File: config.mk
export PLATFORM = sky130hd
export DESIGN_NAME = fetch_redirect_unit
export DESIGN_NICKNAME = d
export VERILOG_FILES = /design/src/rtl/fetch_redirect_unit.sv
export SDC_FILE = /design/constraint.sdc
export NUM_CORES = 1
export LEC_CHECK = 0
export BUFFER_PORTS_ARGS = -buffer_cell sky130_fd_sc_hd__buf_2
export CAP_MARGIN = 10
export CORE_ASPECT_RATIO = 1.4
export CORE_UTILIZATION = 54
export DETAILED_ROUTE_END_ITERATION = 12
export HOLD_SLACK_MARGIN = 0.03
export PLACE_DENSITY = 0.81
export SYNTH_ARGS = -nofsm -noshare
export SYNTH_HDL_FRONTEND = slang
export SYNTH_SLANG_ARGS = --single-unit
export TNS_END_PERCENT = 100
File: constraint.sdc
create_clock -name Clk -period 2.8 [get_ports Clk]
set_input_delay 0.42 -clock Clk [delete_from_list [all_inputs] [get_ports Clk]]
set_output_delay 0.42 -clock Clk [all_outputs]
set_load 0.01 [all_outputs]
File: src/rtl/fetch_redirect_unit.sv
// ----------------------------------------------------------------------------
// fetch_redirect_unit
//   Owns the IF-stage PC. Accepts jump targets from ID (j/jal/jr) and taken
//   branch targets from EX, picks one per cycle (branch wins, a same-cycle
//   jump is on the wrong path), buffers a single redirect while fetch is
//   stalled, and raises the flushes that squash wrong-path instructions.
//   No branch delay slot.
//
// Ports
//   Clk, Rst_n       clock (rising edge), asynchronous active-low reset
//   StallF           hold PCF this cycle
//   JumpReq/Target   ID-stage jump request and address
//   BranchReq/Target EX-stage taken-branch request and address
//   PCF              registered fetch PC
//   PCPlus4F         PCF + 4, combinational, wraps modulo 2^32
//   FlushD, FlushE   combinational squash of IF/ID and ID/EX at the next edge
//   RedirectPending  a buffered redirect is waiting for StallF to drop
//   AlignErr         one-cycle pulse after an applied target with [1:0] != 0
//   RedirectCnt      saturating count of applied redirects
// ----------------------------------------------------------------------------
module fetch_redirect_unit #(
    parameter logic [31:0] RESET_PC = 32'h0000_0000,
    parameter int          CNT_W    = 16
) (
    input  logic             Clk,
    input  logic             Rst_n,
    input  logic             StallF,
    input  logic             JumpReq,
    input  logic [31:0]      JumpTarget,
    input  logic             BranchReq,
    input  logic [31:0]      BranchTarget,
    output logic [31:0]      PCF,
    output logic [31:0]      PCPlus4F,
    output logic             FlushD,
    output logic             FlushE,
    output logic             RedirectPending,
    output logic             AlignErr,
    output logic [CNT_W-1:0] RedirectCnt
);

    typedef enum logic {
        ST_RUN  = 1'b0,
        ST_HOLD = 1'b1
    } state_t;

    state_t           r_state;
    logic [31:0]      r_pcf;
    logic [31:0]      r_buf_tgt;
    logic             r_buf_br;
    logic             r_align_err;
    logic [CNT_W-1:0] r_cnt;

    state_t      w_state_next;
    logic [31:0] w_buf_tgt_next;
    logic        w_buf_br_next;
    logic        w_req;
    logic [31:0] w_req_tgt;
    logic        w_apply;
    logic [31:0] w_apply_tgt;
    logic        w_apply_br;
    logic [31:0] w_pc_plus4;
    logic [31:0] w_pc_next;

    // Branch beats jump: a jump in ID alongside a taken branch in EX is younger
    // than the branch and therefore on the wrong path.
    assign w_req      = BranchReq | JumpReq;
    assign w_req_tgt  = BranchReq ? BranchTarget : JumpTarget;
    assign w_pc_plus4 = r_pcf + 32'd4;

    always_comb begin
        // NOTE: every signal written here gets a default first so no path
        // through the case leaves it unassigned and infers a latch.
        w_state_next   = r_state;
        w_buf_tgt_next = r_buf_tgt;
        w_buf_br_next  = r_buf_br;
        w_apply        = 1'b0;
        w_apply_tgt    = r_buf_tgt;
        w_apply_br     = r_buf_br;

        unique case (r_state)
            ST_RUN: begin
                if (w_req) begin
                    if (!StallF) begin
                        w_apply     = 1'b1;
                        w_apply_tgt = w_req_tgt;
                        w_apply_br  = BranchReq;
                    end else begin
                        w_state_next   = ST_HOLD;
                        w_buf_tgt_next = w_req_tgt;
                        w_buf_br_next  = BranchReq;
                    end
                end
            end
            ST_HOLD: begin
                // Only an older branch may displace a buffered jump; anything
                // arriving behind a buffered branch is wrong-path.
                if (!r_buf_br && BranchReq) begin
                    w_buf_tgt_next = BranchTarget;
                    w_buf_br_next  = 1'b1;
                end
                if (!StallF) begin
                    w_apply      = 1'b1;
                    w_apply_tgt  = w_buf_tgt_next;
                    w_apply_br   = w_buf_br_next;
                    w_state_next = ST_RUN;
                end
            end
            default: w_state_next = ST_RUN;
        endcase
    end

    always_comb begin
        if (w_apply)     w_pc_next = {w_apply_tgt[31:2], 2'b00};
        else if (StallF) w_pc_next = r_pcf;
        else             w_pc_next = w_pc_plus4;
    end

    // NOTE: sequential state uses non-blocking assignments so every register
    // samples the pre-edge values regardless of statement order.
    always_ff @(posedge Clk or negedge Rst_n) begin
        if (!Rst_n) begin
            r_state     <= ST_RUN;
            r_pcf       <= RESET_PC;
            r_buf_tgt   <= 32'h0;
            r_buf_br    <= 1'b0;
            r_align_err <= 1'b0;
            r_cnt       <= '0;
        end else begin
            r_state     <= w_state_next;
            r_pcf       <= w_pc_next;
            r_buf_tgt   <= w_buf_tgt_next;
            r_buf_br    <= w_buf_br_next;
            r_align_err <= w_apply && (w_apply_tgt[1:0] != 2'b00);
            if (w_apply && (r_cnt != '1)) begin
                r_cnt <= r_cnt + CNT_W'(1);
            end
        end
    end

    assign PCF             = r_pcf;
    assign PCPlus4F        = w_pc_plus4;
    // Flushes are gated by reset so nothing is squashed while Rst_n is low.
    assign FlushD          = w_apply & Rst_n;
    assign FlushE          = w_apply & w_apply_br & Rst_n;
    assign RedirectPending = (r_state == ST_HOLD);
    assign AlignErr        = r_align_err;
    assign RedirectCnt     = r_cnt;

endmodule
==> flow_metrics.py, run 1 <==
metrics = {
    "status": {
        "status": "finished, final reports clean",
    },
    "synth": {
        "synth_flop_cell": "dfrtp_1",
        "yosys_warnings": 0,
        "synth_seq_area_share": 0.3463,
        "netlist_area_sq_um": 5853,
        "synthArstFlopShare": 1.000,
        "synth_cells": 739,
        "avgSynthCellArea_sq_um": 7.920,
        "synth_edf_count": 0,
        "post_synth_num_cell_types": 63,
        "ys_ff_latch": 81,
    },
    "floorplan": {
        "rows": 44,
        "die_y_um": 125.2,
        "initial_core_util": 0.5596,
        "core_area_sq_um": 10460,
        "die_area_sq_um": 11270,
        "ios": 153,
        "die_w_um": 89.99,
    },
    "critical_path": {
        "cp.required_ns": 2.38,
        "critPathMaxFanout": 7,
        "startpoint_type": "flop",
        "cp-end-kind": "output pin",
        "rr_worst_depth": 6,
        "cp_data_arrival_time_ns": 2.26,
        "crit_type": "reg2out",
    },
    "drt": {
        "vias_per_cell": 6.488,
        "drc": 0,
        "ant_nets": 0,
        "vias": 6592,
        "totalWireLength_um": 19210,
        "wire_per_inst_um": 18.90,
        "first_pass_iters": 5,
        "drt-initial-drc-count": 518,
    },
    "clock_network": {
        "cts_buffers": 9,
        "numClockSinks": 81,
        "cts_tree": "built",
        "root_buffer": "clkbuf_16",
        "htreeDepth": 3,
        "max-clock-path-buffers": 2,
        "clk_pin_slew_worst_paths_ns": 0.07,
        "clock_latency_ns": 0.35,
    },
    "timing": {
        "tightest_slew_ns": 0.8022,
        "grt_setup_unrepaired": "no",
        "finalHoldViolations": 0,
        "fmax_mhz": 373.1,
        "worst_hold_slack_ns": 0.3766,
        "slew_headroom": 0.4652,
        "slew_violations": 0,
        "finalSetupViolations": 0,
        "finalCritPeriodShare": 0.9572,
        "fin_crit_ns": 2.680,
        "tns_ns": 0,
        "finClkSkew_ns": 0.007120,
    },
    "global_route": {
        "grt_overflow": 0,
        "grt_pass1_wl_um": 30410,
        "first_global_vias": 6085,
        "antenna_found_initial": 0,
        "gr-usage-all-layers": 0.3364,
        "grt_max_degree": 62,
    },
    "cells_and_area": {
        "fill_cells": 855,
        "multiInputGateArea_sq_um": 3612,
        "final-seq-area_sq_um": 2028,
        "layout.nets": 944,
        "diodes": 0,
        "final_common_cell": "buf_2",
        "final_cell_mix": "buf_2 (147), nand2_1 (122), dfrtp_1 (80)",
        "drive_above_1_share": 0.2460,
        "area.growth.synth_to_final_pct": 22.36,
        "stdcell_count": 1016,
    },
    "placement": {
        "numPortBuffers": 148,
        "dp.cells": 999,
        "hpwl_um": 14000,
        "gp_congestion": 0.9509,
    },
    "power": {
        "ir_worst_vdd_uv": 344.5,
        "leakage_nw": 3.400,
        "power-per-cell-area_nw_per_um2": 625.8,
    },
    "min_path": {
        "hold_class": "in2reg",
        "min_delay_path_depth": 3,
    },
    "job": {
        "maxCapViolCount": 0,
    },
}
## routing by layer
| layer | share of wire | global-route usage |
|---|---|---|
| met1 | 0.37 | 0.4003 |
| met2 | 0.50 | 0.5810 |
| met3 | 0.085 | 0.05779 |
| met4 | 0.044 | 0.1755 |
| met5 | 0 | 0 |
## cells in the mapped netlist (13+ instances only)
cell	n	area [sq um]
a21oi_1	66	330.3
nor3_1	18	90.09
o21ai_0	45	225.2
buf_2	13	65.06
nand2_1	122	457.9
nand3_1	22	110.1
mux2i_1	29	290.3
xnor2_1	22	192.7
dfrtp_1	81	2027
clkbuf_1	34	127.6
xor2_1	17	148.9
a31oi_1	20	125.1
and3_1	14	87.58
nor2_1	68	255.2
## critical path: stages (launching register included)
cell	delay [ns]
dfrtp_2	0.42
ha_1	0.26
nand3_4	0.15
or4_4	0.56
nor4_4	0.16
xor2_1	0.20
buf_2	0.16
## cell families (layout without fill, tap and decap cells)
kind of cell / count (synthesis) / after routing / synth area share
simple gates: 300 / 300 / 0.2488
compound gates: 217 / 217 / 0.2354
flops: 81 / 81 / 0.3463
buf+inv: 65 / 201 / 0.04703
xor+xnor: 39 / 39 / 0.05836
mux: 34 / 34 / 0.05921
fa+ha+maj: 2 / 2 / 0.004275
other cells: 1 / 4 / 0.0006407
## cell type report
| type | instances | area share |
|---|---|---|
| Clock inverter | 7 | 0.01642 |
| Tap cell | 138 | 0.02411 |
| Timing Repair Buffer | 177 | 0.1363 |
| Sequential cell | 81 | 0.2832 |
| Clock buffer | 9 | 0.03145 |
| Multi-Input combinational cell | 596 | 0.5044 |
| Inverter | 8 | 0.004193 |
## flip-flops by register name (all words and copies together), names as in the netlist
name / cells
AlignErr: 1
PCF: 30
RedirectCnt: 16
RedirectPending: 1
r_buf_br: 1
r_buf_tgt: 32
## power by group
part | internal [mW] | total, mW | switching, mW
registers | 1.40 | 1.71 | 0.314
logic | 0.580 | 1.38 | 0.799
clock network | 0.873 | 1.39 | 0.519
total | 2.85 | 4.48 | 1.63
## path summary, 6_finish.rpt
| kind | startpoint | end | slack, ns |
|---|---|---|---|
| min | BranchTarget[7] | r_buf_tgt[7] | 0.38 |
| max reg2reg | PCF[2] | PCF[12] | 0.69 |
| max | PCF[2] | PCPlus4F[30] | 0.12 |
| max in group asynchronous | Rst_n | PCF[30] | 1.16 |
| min reg2reg | RedirectCnt[8] | RedirectCnt[8] | 0.49 |
| min in group asynchronous | Rst_n | PCF[5] | 0.53 |
## through the flow
stage	worst slack (ns)	instance area [sq um]	total power, mW	util
after floorplan	0.5811	5864	2.477	-
after global placement	0.4764	6766	2.990	0.6469
after detailed placement	0.3973	6766	3.056	0.6469
after CTS	0.02687	7119	4.438	0.6806
after global routing	0.01914	7162	4.670	0.6847
final	0.1199	7162	4.482	0.6847
## timing repair
action                     4_1_cts  5_1_grt
hold endpoints to repair        20        0
hold buffers                     1        0
buffers inserted                 0        0
setup endpoints to repair        0       15
resized for setup                0        7
No activity file was read; power rests on OpenSTA's default activity.
==> run 2, diff against run 1 <==
--- a/config.mk
+++ b/config.mk
@@ -8,10 +8,12 @@
 export BUFFER_PORTS_ARGS = -buffer_cell sky130_fd_sc_hd__buf_2
 export CAP_MARGIN = 10
 export CORE_ASPECT_RATIO = 1.4
+export CORE_MARGIN = 2
 export CORE_UTILIZATION = 54
 export DETAILED_ROUTE_END_ITERATION = 12
 export HOLD_SLACK_MARGIN = 0.03
 export PLACE_DENSITY = 0.81
+export REMOVE_ABC_BUFFERS = 1
 export SYNTH_ARGS = -nofsm -noshare
 export SYNTH_HDL_FRONTEND = slang
 export SYNTH_SLANG_ARGS = --single-unit
==> run 2 against run 1 <==
Compared with the run above: clock power is essentially flat; first-iteration DRC count grew 17%; cell count is the same; sequential share of layout area grew 0.13 points; critical path type unchanged; largest cell class unchanged; highest routed layer unchanged.
==> flow_metrics.py, run 2 (synthesis results as in run 1) <==
metrics = {
    "critical_path": {
        "crit_type": "reg2out",
        "cp_data_arrival_time_ns": 2.27,
        "slowest_stage": "dfrtp_1",
        "cp.required_ns": 2.38,
        "slowest_delay_ns": 0.55,
        "cp_cell_sequence": "nand4_1 -> nor2_2 -> and4_1 -> xor2_1 -> buf_2",
        "path_delay_family": "simple AND/OR/NAND/NOR gates",
        "crit_buf_inv": 1,
        "critPathMaxFanout": 9,
        "startpoint_type": "flop",
        "cp-end-kind": "output pin",
    },
    "cells_and_area": {
        "drive_above_1_share": 0.2423,
        "final_cell_mix": "buf_2 (147), nand2_1 (122), dfrtp_1 (80)",
        "layout.nets": 941,
        "diodes": 0,
        "regMostFlops": "r_buf_tgt",
        "final_common_cell": "buf_2",
        "largest_register_ff_count": 32,
        "area.growth.synth_to_final_pct": 21.80,
        "fill_cells": 940,
    },
    "timing": {
        "fin_ws_ns": 0.1059,
        "finalSetupViolations": 0,
        "slew_violations": 0,
        "finalHoldViolations": 0,
        "slew_headroom": 0.4307,
        "grt_setup_unrepaired": "no",
        "tightest_slew_ns": 0.8522,
        "finClkSkew_ns": 0.009065,
        "finalCritPeriodShare": 0.9622,
        "fin_crit_ns": 2.694,
        "fmax_mhz": 371.2,
    },
    "floorplan": {
        "initial_core_util": 0.5471,
        "core_area_sq_um": 10700,
        "ios": 153,
        "die_w_um": 91.99,
        "die_y_um": 127.2,
        "rows": 45,
        "die_area_sq_um": 11700,
    },
    "placement": {
        "hpwl_um": 14240,
        "pre_cts_slack_ns": 0.3417,
        "numPortBuffers": 148,
        "gp_congestion": 0.8880,
    },
    "power": {
        "finalPower_mw": 4.483,
        "leakage_nw": 3.369,
        "power-per-cell-area_nw_per_um2": 628.8,
        "ir_worst_vdd_uv": 314.6,
    },
    "drt": {
        "drt-initial-drc-count": 605,
        "totalWireLength_um": 19790,
        "vias_per_cell": 6.365,
        "routed.top_layer": "met4",
        "drc": 0,
        "first_pass_iters": 5,
        "ant_nets": 0,
        "vias": 6467,
        "met1Wirelength_um": 7532,
        "wl_met2_um": 10110,
        "wire_per_inst_um": 19.48,
        "met3_length_um": 1604,
    },
    "global_route": {
        "grt_overflow": 0,
        "first_global_vias": 6125,
        "grt_max_degree": 52,
        "gr-usage-all-layers": 0.3357,
        "antenna_found_initial": 0,
        "grt_pass1_wl_um": 31440,
    },
    "clock_network": {
        "holdBufCountCts": 0,
        "cts_tree": "built",
        "clock_latency_ns": 0.34,
        "cts_buffers": 9,
        "clk_pin_slew_worst_paths_ns": 0.06,
        "max-clock-path-buffers": 2,
        "numClockSinks": 81,
        "root_buffer": "clkbuf_16",
        "htreeDepth": 3,
    },
    "status": {
        "status": "finished, final reports clean",
    },
    "job": {
        "maxCapViolCount": 0,
    },
    "min_path": {
        "hold_class": "in2async",
    },
}
==> run 2: per-stage QoR <==
stage | area, sq um | util | hold slack (ns) | instances | setup TNS (ns)
2_1_floorplan | 5619 | - | 0.1244 | 685 | -3.575
3_3_place_gp | 6748 | 0.6308 | 0.4007 | 999 | 0
3_5_place_dp | 6748 | 0.6308 | 0.4003 | 999 | 0
4_1_cts | 7102 | 0.6639 | 0.03713 | 1015 | 0
5_1_grt | 7129 | 0.6664 | 0.06280 | 1016 | 0
6_report | 7129 | 0.6664 | 0.03079 | 1016 | 0
==> run 2: cell type report <==
cell class	instances	area [sq um]	share of cell area
sequential	81	2028	0.2845
clock buffer	11	242.7	0.03405
tap	141	176.4	0.02475
inverter	8	30.03	0.004212
clock inverter	5	102.6	0.01439
multi-input combinational	596	3598	0.5047
timing repair buffer	174	950.9	0.1334
==> run 2: layer usage <==
metal / GRT usage / vias to the layer above
met1: 0.4248 / 3096
met4: 0.1361 / 0
met5: 0 / -
met2: 0.5861 / 387
li1: - / 2936
met3: 0.03538 / 48
==> run 2: path summary, 6_finish.rpt <==
path                                start              to  slack, ns  depth (start not counted)
min in group Clk           JumpTarget[18]   r_buf_tgt[18]       0.39                          3
setup / recovery                  PCF[11]    PCPlus4F[29]       0.11                          5
max in group asynchronous           Rst_n          PCF[2]       2.07                          2
hold / removal                      Rst_n  RedirectCnt[8]       0.03                          1
hold reg to reg            RedirectCnt[8]  RedirectCnt[8]       0.51                          1
setup reg to reg                   PCF[2]         PCF[18]       0.65                          6
==> run 2: power breakdown <==
group | total (mW) | switching [mW] | internal (mW)
combinational | 1.37 | 0.792 | 0.579
sequential | 1.71 | 0.312 | 1.40
clock | 1.40 | 0.508 | 0.896
==> run 2: repair_timing <==
| item | in CTS | in global routing |
|---|---|---|
| endpoints found under the setup margin | 1 | 8 |
| resized for setup | 1 | 4 |
| buffers inserted | 0 | 1 |
==> run 3, diff against run 2 <==
--- a/config.mk
+++ b/config.mk
@@ -12,7 +12,8 @@
 export CORE_UTILIZATION = 54
 export DETAILED_ROUTE_END_ITERATION = 12
 export HOLD_SLACK_MARGIN = 0.03
-export PLACE_DENSITY = 0.81
+export MAX_ROUTING_LAYER = met4
+export PLACE_DENSITY_LB_ADDON = 0.15
 export REMOVE_ABC_BUFFERS = 1
 export SYNTH_ARGS = -nofsm -noshare
 export SYNTH_HDL_FRONTEND = slang
==> run 3 against run 2 <==
Compared with the run above: critical path depth rose by 1; first-iteration DRC count fell by 32%; critical path type unchanged; flip-flop and latch count did not move; clock skew fell by 0.0020 ns; highest routed layer unchanged; combinational power barely moved.
==> flow_metrics.py, run 3 (synthesis results as in run 1) <==
metrics = {
    "job": {
        "maxCapViolCount": 0,
    },
    "critical_path": {
        "cp.required_ns": 2.38,
        "r2r-start": "PCF[2]",
        "crit_path_end": "PCPlus4F[29]",
        "startpoint": "PCF[2]",
        "rr_worst_depth": 6,
        "critPathMaxFanout": 5,
        "startpoint_type": "flop",
        "crit_type": "reg2out",
        "ff2ff_setup_slack_ns": 0.63,
        "cp_data_arrival_time_ns": 2.29,
        "cp-end-kind": "output pin",
        "r2r-end": "PCF[31]",
    },
    "floorplan": {
        "rows": 45,
        "die_area_sq_um": 11700,
        "core_area_sq_um": 10700,
        "die_y_um": 127.2,
        "initial_core_util": 0.5471,
        "die_w_um": 91.99,
        "ios": 153,
    },
    "cells_and_area": {
        "diodes": 0,
        "drive_above_1_share": 0.2477,
        "final_common_cell": "buf_2",
        "final_cell_mix": "buf_2 (147), nand2_1 (122), dfrtp_1 (81)",
        "stdcell_count": 1021,
        "layout.nets": 946,
        "regMostFlops": "r_buf_tgt",
        "largest_register_ff_count": 32,
        "fin_area_sq_um": 7178,
        "area.growth.synth_to_final_pct": 22.64,
    },
    "clock_network": {
        "numClockSinks": 81,
        "clk_pin_slew_worst_paths_ns": 0.06,
        "root_buffer": "clkbuf_16",
        "cts_tree": "built",
        "clock_latency_ns": 0.34,
        "max-clock-path-buffers": 2,
        "htreeDepth": 3,
        "cts_buffers": 9,
    },
    "min_path": {
        "hold_class": "in2reg",
    },
    "drt": {
        "vias_per_cell": 6.252,
        "first_pass_iters": 5,
        "ant_nets": 0,
        "totalWireLength_um": 18890,
        "vias": 6383,
        "drc": 0,
        "drt-initial-drc-count": 410,
        "wire_per_inst_um": 18.50,
    },
    "global_route": {
        "first_global_vias": 5921,
        "grt_overflow": 0,
        "gr-usage-all-layers": 0.3332,
        "grt_pass1_wl_um": 30330,
        "antenna_found_initial": 0,
        "grt_max_degree": 38,
    },
    "power": {
        "power-per-cell-area_nw_per_um2": 616.2,
        "ir_worst_vdd_uv": 336.9,
        "leakage_nw": 3.391,
    },
    "timing": {
        "fmax_mhz": 368.5,
        "finClkSkew_ns": 0.007084,
        "fin_ws_ns": 0.08651,
        "tightest_slew_ns": 0.6376,
        "finalCritPeriodShare": 0.9691,
        "finalSetupViolations": 0,
        "slew_violations": 0,
        "fin_crit_ns": 2.713,
        "slew_headroom": 0.5741,
        "finalHoldViolations": 0,
    },
    "placement": {
        "gp_congestion": 0.9722,
        "post_dp_cell_area_sq_um": 6775,
        "dp.cells": 1001,
        "hpwl_um": 13640,
        "pre_cts_slack_ns": 0.3649,
        "numPortBuffers": 148,
    },
    "status": {
        "status": "finished, final reports clean",
    },
}
[run 3: how the worst min path moves through the flow]
stage,endpoint,cells after the start,start
2_1_floorplan,AlignErr,0,Rst_n
3_5_place_dp,RedirectCnt[9],1,Rst_n
5_1_grt,r_buf_tgt[0],3,JumpTarget[0]
6_report,r_buf_tgt[22],3,JumpTarget[22]
4_1_cts,r_buf_tgt[7],3,BranchTarget[7]
3_3_place_gp,RedirectCnt[9],1,Rst_n
[run 3: timing repair]
item	CTS	global route
endpoints found under the setup margin	2	11
hold buffers	1	0
gates cloned	0	0
endpoints found under the hold margin	21	0
resized for setup	0	5
buffers inserted	2	1
[run 3: power by group]
group          switching [mW]  internal [mW]  leakage (nW)
sequential              0.305           1.40          1.00
clock                   0.495          0.855         0.169
combinational           0.779          0.593          2.22
total                    1.58           2.84          3.39
[run 3: per-stage QoR]
stage               total power, mW   TNS, ns    util  hold WS, ns
floorplan                     2.423    -3.575       -       0.1244
CTS                           4.393         0  0.6675       0.3897
finish                        4.423         0  0.6710       0.3888
detailed placement            3.043         0  0.6333       0.3593
global route                  4.639  -0.03498  0.6710       0.4208
global placement              2.989         0  0.6333       0.3562
[run 3: layer usage]
layer / wire (um) / up-vias / share of wire / track usage
li1: - / 2942 / - / -
met1: 7637 / 3056 / 0.40 / 0.4381
met2: 9316 / 347 / 0.49 / 0.5433
met3: 1474 / 38 / 0.078 / 0.03597
met4: 465 / 0 / 0.025 / 0.1080
met5: 0 / - / 0 / -
[run 3: critical path: stages (launching register included)]
cell	delay [ns]
dfrtp_1	0.39
buf_4	0.14
nand2_1	0.18
nor4_2	0.59
and4_1	0.33
xor2_1	0.17
buf_2	0.15
[run 3: area by class of cell]
| cell class | count | area, sq um |
|---|---|---|
| Timing Repair Buffer | 179 | 1003 |
| Clock inverter | 4 | 73.82 |
| Clock buffer | 12 | 266.5 |
| Tap cell | 141 | 176.4 |
| Sequential cell | 81 | 2027 |
| Fill cell | 940 | 3520 |
| Multi-Input combinational cell | 596 | 3601 |
| Inverter | 8 | 30.03 |
